### config.mk
export PLATFORM = sky130hd
export DESIGN_NAME = fpu_add_seq_flat
export DESIGN_NICKNAME = d
export VERILOG_FILES = /design/src/rtl/fpu_add_seq_if.sv /design/src/rtl/fpu_add_seq.sv /design/src/flat_wrapper.sv
export SDC_FILE = /design/constraint.sdc
export NUM_CORES = 1
export LEC_CHECK = 0
export BUFFER_PORTS_ARGS = -buffer_cell sky130_fd_sc_hd__buf_2
export CELL_PAD_IN_SITES_DETAIL_PLACEMENT = 0
export CELL_PAD_IN_SITES_GLOBAL_PLACEMENT = 1
export CORE_ASPECT_RATIO = 1.5
export CORE_MARGIN = 1
export CORE_UTILIZATION = 40
export CTS_CLUSTER_SIZE = 30
export DETAILED_ROUTE_END_ITERATION = 8
export GPL_ROUTABILITY_DRIVEN = 1
export PLACE_DENSITY = 0.8
export SLEW_MARGIN = 20
export SYNTH_ARGS = -nofsm -noshare
export SYNTH_HDL_FRONTEND = slang
export SYNTH_SLANG_ARGS = --single-unit
### constraint.sdc
create_clock -name clk -period 2.4 [get_ports clk]
set_input_delay 0.36 -clock clk [delete_from_list [all_inputs] [get_ports clk]]
set_output_delay 0.36 -clock clk [all_outputs]
set_load 0.02 [all_outputs]
### src/rtl/fpu_add_seq_if.sv
// fpu_add_seq_if: request/result bundle for the multicycle FP adder
//   start       request, sampled only while the adder is idle
//   a, b        IEEE-754 single-layout operands
//   busy        high while an operation is in flight
//   done        one-cycle completion pulse
//   result      packed sum, held until the next done
interface fpu_add_seq_if #(
    parameter int EXP_W  = 8,
    parameter int FRAC_W = 23
);
    logic                    start;
    logic [EXP_W+FRAC_W:0]   a;
    logic [EXP_W+FRAC_W:0]   b;
    logic                    busy;
    logic                    done;
    logic [EXP_W+FRAC_W:0]   result;
    modport master (output start, a, b, input busy, done, result);
    modport slave  (input start, a, b, output busy, done, result);
endinterface

### src/rtl/fpu_add_seq.sv
// fpu_add_seq: positive-only truncating FP adder with a one-bit-per-cycle alignment shifter
//   clk         rising-edge clock
//   reset       synchronous active-high reset, aborts any operation
//   bus         slave side of fpu_add_seq_if (start/a/b in, busy/done/result out)
module fpu_add_seq #(
    parameter int EXP_W  = 8,
    parameter int FRAC_W = 23
) (
    input  logic              clk,
    input  logic              reset,
    fpu_add_seq_if.slave      bus
);
    localparam int M = FRAC_W + 1;
    typedef enum logic [2:0] {IDLE, ALIGN, ADD, NORM, DONE} state_t;
    state_t                  state_q, state_d;
    logic [EXP_W-1:0]        exp_q, exp_d, cnt_q, cnt_d;
    logic [M-1:0]            big_q, big_d, small_q, small_d;
    logic [M:0]              sum_q, sum_d;
    logic [EXP_W+FRAC_W:0]   result_q, result_d;
    logic                    done_q, done_d;
    logic [EXP_W-1:0]        ea, eb;
    logic [M-1:0]            ma, mb;
    logic                    a_ge;
    assign ea   = bus.a[FRAC_W +: EXP_W];
    assign eb   = bus.b[FRAC_W +: EXP_W];
    assign ma   = {1'b1, bus.a[FRAC_W-1:0]};
    assign mb   = {1'b1, bus.b[FRAC_W-1:0]};
    assign a_ge = ea >= eb;
    always_comb begin
        state_d  = state_q;
        exp_d    = exp_q;
        cnt_d    = cnt_q;
        big_d    = big_q;
        small_d  = small_q;
        sum_d    = sum_q;
        result_d = result_q;
        done_d   = 1'b0;
        case (state_q)
            IDLE: if (bus.start) begin
                exp_d   = a_ge ? ea : eb;
                big_d   = a_ge ? ma : mb;
                small_d = a_ge ? mb : ma;
                cnt_d   = a_ge ? ea - eb : eb - ea;
                state_d = ALIGN;
            end
            // Stops early once the small operand has been shifted out entirely.
            ALIGN: if (cnt_q == '0 || small_q == '0) state_d = ADD;
            else begin
                small_d = small_q >> 1;
                cnt_d   = cnt_q - 1'b1;
            end
            ADD: begin
                sum_d   = {1'b0, big_q} + {1'b0, small_q};
                state_d = NORM;
            end
            // Result is registered here so it is already valid during the DONE cycle.
            // A carry out of exponent 254 saturates to +infinity.
            NORM: begin
                result_d = !sum_q[M] ? {1'b0, exp_q, sum_q[FRAC_W-1:0]} :
                           exp_q == {{(EXP_W-1){1'b1}}, 1'b0} ? {1'b0, {EXP_W{1'b1}}, {FRAC_W{1'b0}}} :
                           {1'b0, exp_q + 1'b1, sum_q[FRAC_W:1]};
                done_d   = 1'b1;
                state_d  = DONE;
            end
            DONE:    state_d = IDLE;
            default: state_d = IDLE;
        endcase
    end
    always_ff @(posedge clk) begin
        if (reset) begin
            state_q  <= IDLE;
            exp_q    <= '0;
            cnt_q    <= '0;
            big_q    <= '0;
            small_q  <= '0;
            sum_q    <= '0;
            result_q <= '0;
            done_q   <= 1'b0;
        end else begin
            state_q  <= state_d;
            exp_q    <= exp_d;
            cnt_q    <= cnt_d;
            big_q    <= big_d;
            small_q  <= small_d;
            sum_q    <= sum_d;
            result_q <= result_d;
            done_q   <= done_d;
        end
    end
    assign bus.busy   = state_q != IDLE;
    assign bus.done   = done_q;
    assign bus.result = result_q;
endmodule

### src/flat_wrapper.sv
// flat-port wrapper written by rule: the top's interface ports become plain ports
module fpu_add_seq_flat 
#(
    parameter int EXP_W  = 8,
    parameter int FRAC_W = 23
)
  (clk, reset, bus_start, bus_a, bus_b, bus_busy, bus_done, bus_result);
  fpu_add_seq_if #(.EXP_W(EXP_W), .FRAC_W(FRAC_W)) bus_i ();
  input  logic clk;
  input  logic reset;
  input wire logic [$bits(bus_i.start)-1:0] bus_start;
  input wire logic [$bits(bus_i.a)-1:0] bus_a;
  input wire logic [$bits(bus_i.b)-1:0] bus_b;
  output wire logic [$bits(bus_i.busy)-1:0] bus_busy;
  output wire logic [$bits(bus_i.done)-1:0] bus_done;
  output wire logic [$bits(bus_i.result)-1:0] bus_result;
  assign bus_i.start = bus_start;
  assign bus_i.a = bus_a;
  assign bus_i.b = bus_b;
  assign bus_busy = bus_i.busy;
  assign bus_done = bus_i.done;
  assign bus_result = bus_i.result;
  fpu_add_seq #(.EXP_W(EXP_W), .FRAC_W(FRAC_W)) u_core (.clk(clk), .reset(reset), .bus(bus_i));
endmodule
==> out/qor.tcl, run 1 <==
set qor(io_pins) 101
set qor(switching_share_pct) 41.0
set qor(worst_skew_pair.late_latency_ns) 0.42
set qor(synth_cell_type_count) 70
set qor(final-max-slew-violation-count) 0
set qor(start_kind) {flip-flop}
set qor(clock_power_share_pct) 22.2
set qor(track_usage_pct) 20.7
set qor(detailedRoute.firstPassIterationCount) 5
set qor(synth.ff_latch_count) 124
set qor(number_of_failing_hold_endpoints_at_the_final_stage) 0
set qor(num_vias) 7302
set qor(pwr-share-comb_pct) 49.4
set qor(tightest_slew_ns) 0.691
set qor(ys.flop_type) {sky130_fd_sc_hd__dfxtp_1}
set qor(layout_setup_ws_ns) 0.106
set qor(relSlewSlack_pct) 53.9
set qor(area_overhead_vs_synth_pct) 26.3
set qor(outcome) {finished clean}
set qor(internal-power_mw) 6.75
set qor(leakagePower_nw) 4.28
set qor(dp_cells) 1320
set qor(critPathKind) {flip-flop to flip-flop}
set qor(post_synth_instance_area_sq_um) 7680
set qor(die-area_sq_um) 19800
set qor(drt_wl_total_mm) 20.0
set qor(synthArstFlopShare_pct) 0
set qor(synth.yosys.warnings) 0
set qor(min_to) {u_core.sum_q[11]$_SDFFE_PP0N_}
set qor(antenna_found_initial) 0
set qor(min_delay_path_depth) 2
set qor(worstPathArrival_ns) 2.60
set qor(cts_tree) {yes}
set qor(core_region_area_sq_um) 18700
set qor(worst_case_vdd_ir_drop_mv) 0.494
set qor(rsz0062_at_grt) {yes}
set qor(floorplan.rows) 61
set qor(drt-vias-per-instance) 5.40
set qor(slowest_delay_ns) 0.35
set qor(drc_errors) 0
set qor(max-clock-path-buffers) 2
set qor(grt_start_max_net_pins) 65
set qor(drt_iter0_drc) 290
set qor(grt_first_pass_wirelength_mm) 32.7
set qor(antenna_cells) 0
set qor(ctsRootBufferMaster) {sky130_fd_sc_hd__clkbuf_16}
set qor(number_of_global_route_vias_before_repair) 6715
set qor(initial_utilization_pct) 41.1
set qor(nNetsFinal) 1200
set qor(seq_power_share_pct) 28.4
set qor(place.gp.congestion) 0.878
set qor(die_width_um) 115
set qor(post_synth_edffs) 0
set qor(cp_num_buf_inv) 1
set qor(fin_util_pct) 51.9
set qor(finalCritPeriodShare_pct) 95.6
set qor(syn-mean-instance-area_sq_um) 8.27
set qor(maxCapViolCount) 0
set qor(drive_above_1_share_pct) 24.6
set qor(fin_worst_skew_ns) 0.0172
set qor(path_clk_slew_ns) 0.06
set qor(fin_crit_ns) 2.29
set qor(setup_viol) 0
set qor(numCtsBuffers) 17
set qor(power.total_mw) 11.4
set qor(instances_no_fill) 1351
set qor(worst_path_max_delay_cell) {sky130_fd_sc_hd__a221o_1}
set qor(grt-ovfl-total) 0
set qor(finalSetupTns_ns) 0
set qor(wire_per_inst_um) 14.8
set qor(worstHoldPathType) {input pin to flip-flop}
set qor(proportion_of_synthesized_chip_area_in_sequential_cells_pct) 32.3
set qor(cp_cell_sequence) {ha_1 -> buf_4 -> nand2_1 -> o21a_1 -> o211ai_1 -> a221o_1 -> or3_1 -> a32o_1}
set qor(regToRegEndpoint) {u_core.sum_q[23]$_SDFFE_PP0N_}
set qor(crit-reg2reg-launch) {u_core.small_q[14]$_SDFFE_PP0P_}
set qor(p_sw_mw) 4.69
set qor(nets_in_the_synthesized_netlist) 1042
set qor(clock-sinks) 124
set qor(fmaxAchievable_mhz) 436
set qor(die_height_um) 172
set qor(reg2reg_path_depth) 8
set qor(hold_path_origin) {reset}
set qor(powerDensity_nw_per_um2) 1180
set qor(r2r_slack_ns) 0.11
set qor(post_synth_inst_count) 929
set qor(critPathMaxFanout) 5
set qor(cp.required_ns) 2.70
set qor(critical_path.endpoint_type) {flip-flop}
set qor(ant_nets) 0
set qor(place_worst_setup_slack_ns) -0.191
set qor(clock_tree.htree_level_count) 4
set qor(worst_path_dominant_cell_family) {compound AO/OA/AOI/OAI gates}
set qor(place.detailed.hpwl_mm) 15.1
set qor(cts_hold_repair.buffers) 0
set qor(buffer_ports.inserted) 97
## metal layers
| layer | vias to the layer above | track usage [%] | share of wire [%] |
|---|---|---|---|
| li1 | 3761 | - | - |
| met1 | 3395 | 27.0 | 47 |
| met2 | 124 | 35.3 | 49 |
| met3 | 22 | 2.33 | 2.4 |
| met4 | 0 | 6.83 | 1.5 |
| met5 | - | 0 | 0 |
## state kept, by name, summed over array words and instances, names as in the netlist
register,count
u_core.sum_q,25
u_core.bus.done,1
u_core.small_q,24
u_core.big_q,24
u_core.bus.result,31
u_core.cnt_q,8
u_core.state_q,3
u_core.exp_q,8
## layout by cell type, fill, tap and decap left out, types with 40 or more instances in the layout
master	instances
sky130_fd_sc_hd__nand2_1	76
sky130_fd_sc_hd__buf_2	96
sky130_fd_sc_hd__buf_4	107
sky130_fd_sc_hd__nor3_1	41
sky130_fd_sc_hd__dfxtp_1	122
sky130_fd_sc_hd__mux2i_1	55
sky130_fd_sc_hd__a21oi_1	79
sky130_fd_sc_hd__ha_1	40
sky130_fd_sc_hd__nor2_1	115
sky130_fd_sc_hd__a211oi_1	40
## per-stage QoR
stage	hold slack, ns	area (sq um)
floorplan	0.436	7680
global placement	0.438	8970
detailed placement	0.444	8970
CTS	0.184	9570
global route	0.197	9700
finish	0.211	9700
## repair_timing
action,in CTS,in global routing
endpoints found under the setup margin,23,10
pin swaps,2,7
resized for setup,5,24
setup buffers,0,1
## final cells by class
| cell class | instances | area (sq um) |
|---|---|---|
| Fill cell | 1837 | 9000 |
| Timing Repair Buffer | 207 | 1360 |
| Inverter | 29 | 109 |
| Clock inverter | 13 | 145 |
| Multi-Input combinational cell | 708 | 4840 |
| Clock buffer | 18 | 439 |
| Sequential cell | 124 | 2480 |
| Tap cell | 252 | 315 |
## cells by family (layout without fill, tap and decap cells)
kind of cell | count (synthesis) | after routing | synth area share [%]
DFF | 124 | 124 | 32.3
muxes | 55 | 55 | 7.17
AOI/OAI and AO/OA | 277 | 277 | 24.9
other | 1 | 1 | 0.0488
adders and majority gates | 46 | 46 | 7.79
xor gates and xnor gates | 18 | 18 | 2.05
buffers and inverters | 97 | 267 | 6.76
and+or+nand+nor | 311 | 311 | 18.9
## power by group through the flow
| stage | clock network (mW) | registers, mW | logic (mW) |
|---|---|---|---|
| finish | 2.53 | 3.25 | 5.65 |
| global route | 2.67 | 3.34 | 6.27 |
| CTS | 2.58 | 3.22 | 5.54 |
| detailed placement | 0 | 3.26 | 5.48 |
| global placement | 0 | 3.25 | 5.43 |
| floorplan | 0 | 3.23 | 3.74 |
## synthesized netlist by cell type (7+ instances only)
master,instances,area share [%]
sky130_fd_sc_hd__a211o_1,24,2.7
sky130_fd_sc_hd__a211oi_1,43,4.2
sky130_fd_sc_hd__a21o_1,12,1.2
sky130_fd_sc_hd__a21oi_1,80,5.2
sky130_fd_sc_hd__a221oi_1,24,2.7
sky130_fd_sc_hd__a31oi_1,7,0.57
sky130_fd_sc_hd__buf_2,9,0.59
sky130_fd_sc_hd__clkbuf_1,43,2.1
sky130_fd_sc_hd__dfxtp_1,124,32
sky130_fd_sc_hd__ha_1,43,7.0
sky130_fd_sc_hd__inv_1,28,1.4
sky130_fd_sc_hd__mux2i_1,55,7.2
sky130_fd_sc_hd__nand2_1,76,3.7
sky130_fd_sc_hd__nand3_1,18,1.2
sky130_fd_sc_hd__nand4_1,11,0.90
sky130_fd_sc_hd__nor2_1,115,5.6
sky130_fd_sc_hd__nor3_1,42,2.7
sky130_fd_sc_hd__nor4_1,10,0.81
sky130_fd_sc_hd__o211ai_1,7,0.68
sky130_fd_sc_hd__o21a_1,8,0.78
sky130_fd_sc_hd__o21ai_0,30,2.0
sky130_fd_sc_hd__or3_1,10,0.81
sky130_fd_sc_hd__xnor2_1,10,1.1
sky130_fd_sc_hd__xor2_1,8,0.91
## worst max path at each step
| stage | from | to | slack [ns] | cells past startpoint |
|---|---|---|---|---|
| 2_1_floorplan | bus_a[23] | u_core.cnt_q[7]$_SDFFE_PP0P_ | 0.08 | 11 |
| 3_3_place_gp | bus_b[23] | u_core.cnt_q[7]$_SDFFE_PP0P_ | -0.17 | 10 |
| 3_5_place_dp | bus_b[26] | u_core.exp_q[2]$_SDFFE_PP0P_ | -0.19 | 11 |
| 4_1_cts | u_core.small_q[0]$_SDFFE_PP0P_ | u_core.sum_q[16]$_SDFFE_PP0N_ | 0.001 | 9 |
| 5_1_grt | u_core.small_q[0]$_SDFFE_PP0P_ | u_core.cnt_q[5]$_SDFFE_PP0P_ | -0.002 | 9 |
| 6_report | u_core.small_q[14]$_SDFFE_PP0P_ | u_core.sum_q[23]$_SDFFE_PP0N_ | 0.11 | 8 |
Note: power is estimated with default switching activity, not from simulation.
==> run 2: changes to the inputs <==
ABC_AREA = 1   (was default)
CORE_UTILIZATION = 37   (was 40)
PLACE_DENSITY = 0.78   (was 0.8)
==> out/qor.tcl, run 2 <==
set qor(synth_area_leader_cell) {sky130_fd_sc_hd__dfxtp_1}
set qor(drive_above_1_share_pct) 12.6 ;# -12 points
set qor(clock-sinks) 124 ;# unchanged
set qor(cts_hold_repair.buffers) 0 ;# unchanged
set qor(ant_nets) 0 ;# unchanged
set qor(drt_iter0_drc) 333 ;# +15%
set qor(post_synth_inst_count) 1396 ;# +50%
set qor(numCtsBuffers) 17 ;# unchanged
set qor(max-clock-path-buffers) 2 ;# unchanged
set qor(critPathMaxFanout) 4 ;# -1
set qor(fmaxAchievable_mhz) 462 ;# +5.9%
set qor(p_sw_mw) 4.68 ;# -0.17%
set qor(powerDensity_nw_per_um2) 1060 ;# -9.9%
set qor(start_kind) {flip-flop}
set qor(grt-ovfl-total) 0 ;# unchanged
set qor(synth_cell_type_count) 41 ;# -41%
set qor(syn-mean-instance-area_sq_um) 6.18 ;# -25%
set qor(number_of_failing_hold_endpoints_at_the_final_stage) 0 ;# unchanged
set qor(synth.yosys.warnings) 0 ;# unchanged
set qor(regToRegEndpoint) {u_core.sum_q[18]$_SDFFE_PP0N_}
set qor(buffer_ports.inserted) 97 ;# unchanged
set qor(initial_utilization_pct) 37.5 ;# -3.5 points
set qor(proportion_of_synthesized_chip_area_in_sequential_cells_pct) 28.8 ;# -3.5 points
set qor(place.gp.congestion) 0.910 ;# +3.6%
set qor(drt-vias-per-instance) 4.89 ;# -9.6%
set qor(wire_per_inst_um) 13.9 ;# -5.9%
set qor(floorplan.rows) 68 ;# +11%
set qor(internal-power_mw) 5.94 ;# -12%
set qor(worstHoldPathType) {input pin to flip-flop}
set qor(critPathKind) {flip-flop to flip-flop}
set qor(worst_case_vdd_ir_drop_mv) 0.562 ;# +14%
set qor(maxCapViolCount) 0 ;# unchanged
set qor(final-max-slew-violation-count) 0 ;# unchanged
set qor(post_synth_instance_area_sq_um) 8620 ;# +12%
set qor(grt_first_pass_wirelength_mm) 40.9 ;# +25%
set qor(clock_power_share_pct) 23.7 ;# +1.5 points
set qor(place.detailed.hpwl_mm) 19.0 ;# +26%
set qor(pwr-share-comb_pct) 46.5 ;# -2.9 points
set qor(fin_crit_ns) 2.17 ;# -0.128 ns
set qor(r2r_slack_ns) 0.23 ;# +0.13 ns
set qor(antenna_found_initial) 0 ;# unchanged
set qor(ctsRootBufferMaster) {sky130_fd_sc_hd__clkbuf_16}
set qor(most-common-layout-cells) {sky130_fd_sc_hd__nand2_1, sky130_fd_sc_hd__inv_1, sky130_fd_sc_hd__nand3_1, sky130_fd_sc_hd__dfxtp_1, sky130_fd_sc_hd__a21oi_1}
set qor(hold_path_origin) {bus_a[8]}
set qor(drc_errors) 0 ;# unchanged
set qor(io_pins) 101 ;# unchanged
set qor(nets_in_the_synthesized_netlist) 1509 ;# +45%
set qor(die_width_um) 127 ;# +10%
set qor(path_clk_slew_ns) 0.06 ;# about the same
set qor(finalSetupTns_ns) 0 ;# unchanged
set qor(reg2reg_path_depth) 12 ;# +4
set qor(track_usage_pct) 21.5 ;# +0.77 points
set qor(nNetsFinal) 1597 ;# +33%
set qor(post_synth_main_area_contributors) {sky130_fd_sc_hd__dfxtp_1, sky130_fd_sc_hd__nand2_1, sky130_fd_sc_hd__inv_1, sky130_fd_sc_hd__nand3_1, sky130_fd_sc_hd__a21oi_1}
set qor(relSlewSlack_pct) 59.4 ;# +5.6 points
set qor(place_worst_setup_slack_ns) 0.0375 ;# +0.229 ns
set qor(cp.required_ns) 2.72 ;# +0.02 ns
set qor(fin_worst_skew_ns) 0.0107 ;# -0.00655 ns
set qor(number_of_global_route_vias_before_repair) 8341 ;# +24%
set qor(antenna_cells) 0 ;# unchanged
set qor(switching_share_pct) 44.0 ;# +3.0 points
set qor(fin_worst_hold_slack_ns) 0.303 ;# +0.0919 ns
set qor(detailedRoute.firstPassIterationCount) 6 ;# +1
set qor(post_synth_edffs) 0 ;# unchanged
set qor(seq_power_share_pct) 29.8 ;# +1.4 points
set qor(worstPathArrival_ns) 2.49 ;# -0.11 ns
set qor(yosys.area_share.adder_pct) 6.94 ;# -0.85 points
set qor(grt_start_max_net_pins) 58 ;# -11%
set qor(tightest_slew_ns) 0.608 ;# -0.0826 ns
set qor(cts_post_setup_buffers_inserted) 0 ;# unchanged
set qor(area_overhead_vs_synth_pct) 16.0
set qor(num_vias) 8676 ;# +19%
set qor(die-area_sq_um) 23900 ;# +21%
set qor(synthArstFlopShare_pct) 0 ;# unchanged
set qor(layout_commonest_cell) {sky130_fd_sc_hd__nand2_1}
set qor(fillers) 2502 ;# +36%
set qor(yosys-mux-area-fraction_pct) 0 ;# -7.2 points
set qor(worst_skew_pair.late_latency_ns) 0.43 ;# about the same
set qor(synth_top_family_by_area) {simple AND/OR/NAND/NOR gates}
set qor(min_to) {u_core.big_q[8]$_SDFFE_PP0P_}
set qor(synthTopCellsByCount) {sky130_fd_sc_hd__nand2_1, sky130_fd_sc_hd__inv_1, sky130_fd_sc_hd__nand3_1, sky130_fd_sc_hd__dfxtp_1, sky130_fd_sc_hd__a21oi_1}
set qor(synth-compound-area-share_pct) 15.9 ;# -9.0 points
set qor(rsz0062_at_grt) {no}
set qor(core_region_area_sq_um) 23000 ;# +23%
set qor(cts_tree) {yes}
set qor(post_cts_resized) 0 ;# -5
set qor(synthXorXnorAreaFrac_pct) 1.83 ;# -0.22 points
set qor(layout_setup_ws_ns) 0.234 ;# +0.128 ns
set qor(finalCritPeriodShare_pct) 90.3 ;# -5.3 points
set qor(die_height_um) 189 ;# +10%
set qor(setup_viol) 0 ;# unchanged
set qor(clock_tree.htree_level_count) 4 ;# unchanged
set qor(largest_reg_flops) 31 ;# unchanged
set qor(leakagePower_nw) 5.58 ;# +30%
set qor(synth_simple_gate_area_share_pct) 31.7 ;# +13 points
set qor(ys.flop_type) {sky130_fd_sc_hd__dfxtp_1}
set qor(min_delay_path_depth) 5 ;# +3
set qor(synth.ff_latch_count) 124 ;# unchanged
set qor(drt_wl_total_mm) 24.8 ;# +24%
set qor(yosys.area.top_type_share_pct) 28.8 ;# -3.5 points
set qor(crit-reg2reg-launch) {u_core.small_q[0]$_SDFFE_PP0P_}
set qor(synthMostInstantiatedCell) {sky130_fd_sc_hd__nand2_1}
set qor(critical_path.endpoint_type) {flip-flop}
set qor(outcome) {finished clean}
[run 2: final cells by class]
class | count | area, sq um | share of cell area [%]
inverter | 255 | 957 | 9.57
clock buffer | 20 | 467 | 4.67
sequential | 124 | 2480 | 24.8
tap | 280 | 350 | 3.50
timing repair buffer | 129 | 763 | 7.63
multi-input combinational | 957 | 4870 | 48.7
clock inverter | 11 | 110 | 1.10
[run 2: metal layers]
| layer | wire, um | share of wire, % | track usage [%] | vias to the layer above |
|---|---|---|---|---|
| met2 | 12800 | 52 | 40.9 | 147 |
| met3 | 701 | 2.8 | 2.83 | 52 |
| met5 | 0 | 0 | 0 | - |
| met1 | 10300 | 42 | 23.3 | 3890 |
| met4 | 889 | 3.6 | 9.89 | 0 |
| li1 | - | - | - | 4587 |
[run 2: worst max-delay path by stage]
stage	slack, ns	end	start
floorplan	0.41	u_core.small_q[10]$_SDFFE_PP0P_	bus_a[23]
global placement	0.04	u_core.small_q[3]$_SDFFE_PP0P_	bus_b[23]
detailed placement	0.04	u_core.small_q[3]$_SDFFE_PP0P_	bus_a[23]
CTS	0.22	u_core.sum_q[16]$_SDFFE_PP0N_	u_core.small_q[0]$_SDFFE_PP0P_
global route	0.03	u_core.sum_q[16]$_SDFFE_PP0N_	u_core.small_q[0]$_SDFFE_PP0P_
finish	0.23	u_core.sum_q[18]$_SDFFE_PP0N_	u_core.small_q[0]$_SDFFE_PP0P_
[run 2: kinds of logic after synthesis]
kind of cell,after synthesis
xor gates and xnor gates,18
other,1
DFF,124
AOI/OAI and AO/OA,250
buffers and inverters,315
adders and majority gates,46
and+or+nand+nor,642
[run 2: worst max-delay path, cell delays in order (launching register included)]
cell,delay [ns]
sky130_fd_sc_hd__dfxtp_1,0.33
sky130_fd_sc_hd__ha_1,0.29
sky130_fd_sc_hd__fa_1,0.46
sky130_fd_sc_hd__nand2_1,0.09
sky130_fd_sc_hd__nand3_1,0.20
sky130_fd_sc_hd__nand2_1,0.13
sky130_fd_sc_hd__nand2_1,0.09
sky130_fd_sc_hd__nand2_1,0.09
sky130_fd_sc_hd__nand2_1,0.05
sky130_fd_sc_hd__nand2_1,0.06
sky130_fd_sc_hd__nand3_1,0.14
sky130_fd_sc_hd__nand2_1,0.10
sky130_fd_sc_hd__inv_1,0.04
[run 2: per-stage QoR]
step	utilization, %	instances	power, mW	cell area [sq um]
floorplan	-	1396	6.71	8620
CTS	43.5	1776	10.8	10000
finish	43.5	1776	10.6	10000
detailed placement	41.0	1745	8.19	9420
global placement	41.0	1745	8.14	9420
global route	43.5	1776	11.5	10000
[run 2: power groups by stage]
stage / Clock (mW) / Sequential, mW / Combinational, mW
finish: 2.51 / 3.17 / 4.94
global route: 2.66 / 3.24 / 5.63
CTS: 2.57 / 3.17 / 5.01
detailed placement: 0 / 3.20 / 4.99
global placement: 0 / 3.20 / 4.94
floorplan: 0 / 3.08 / 3.63
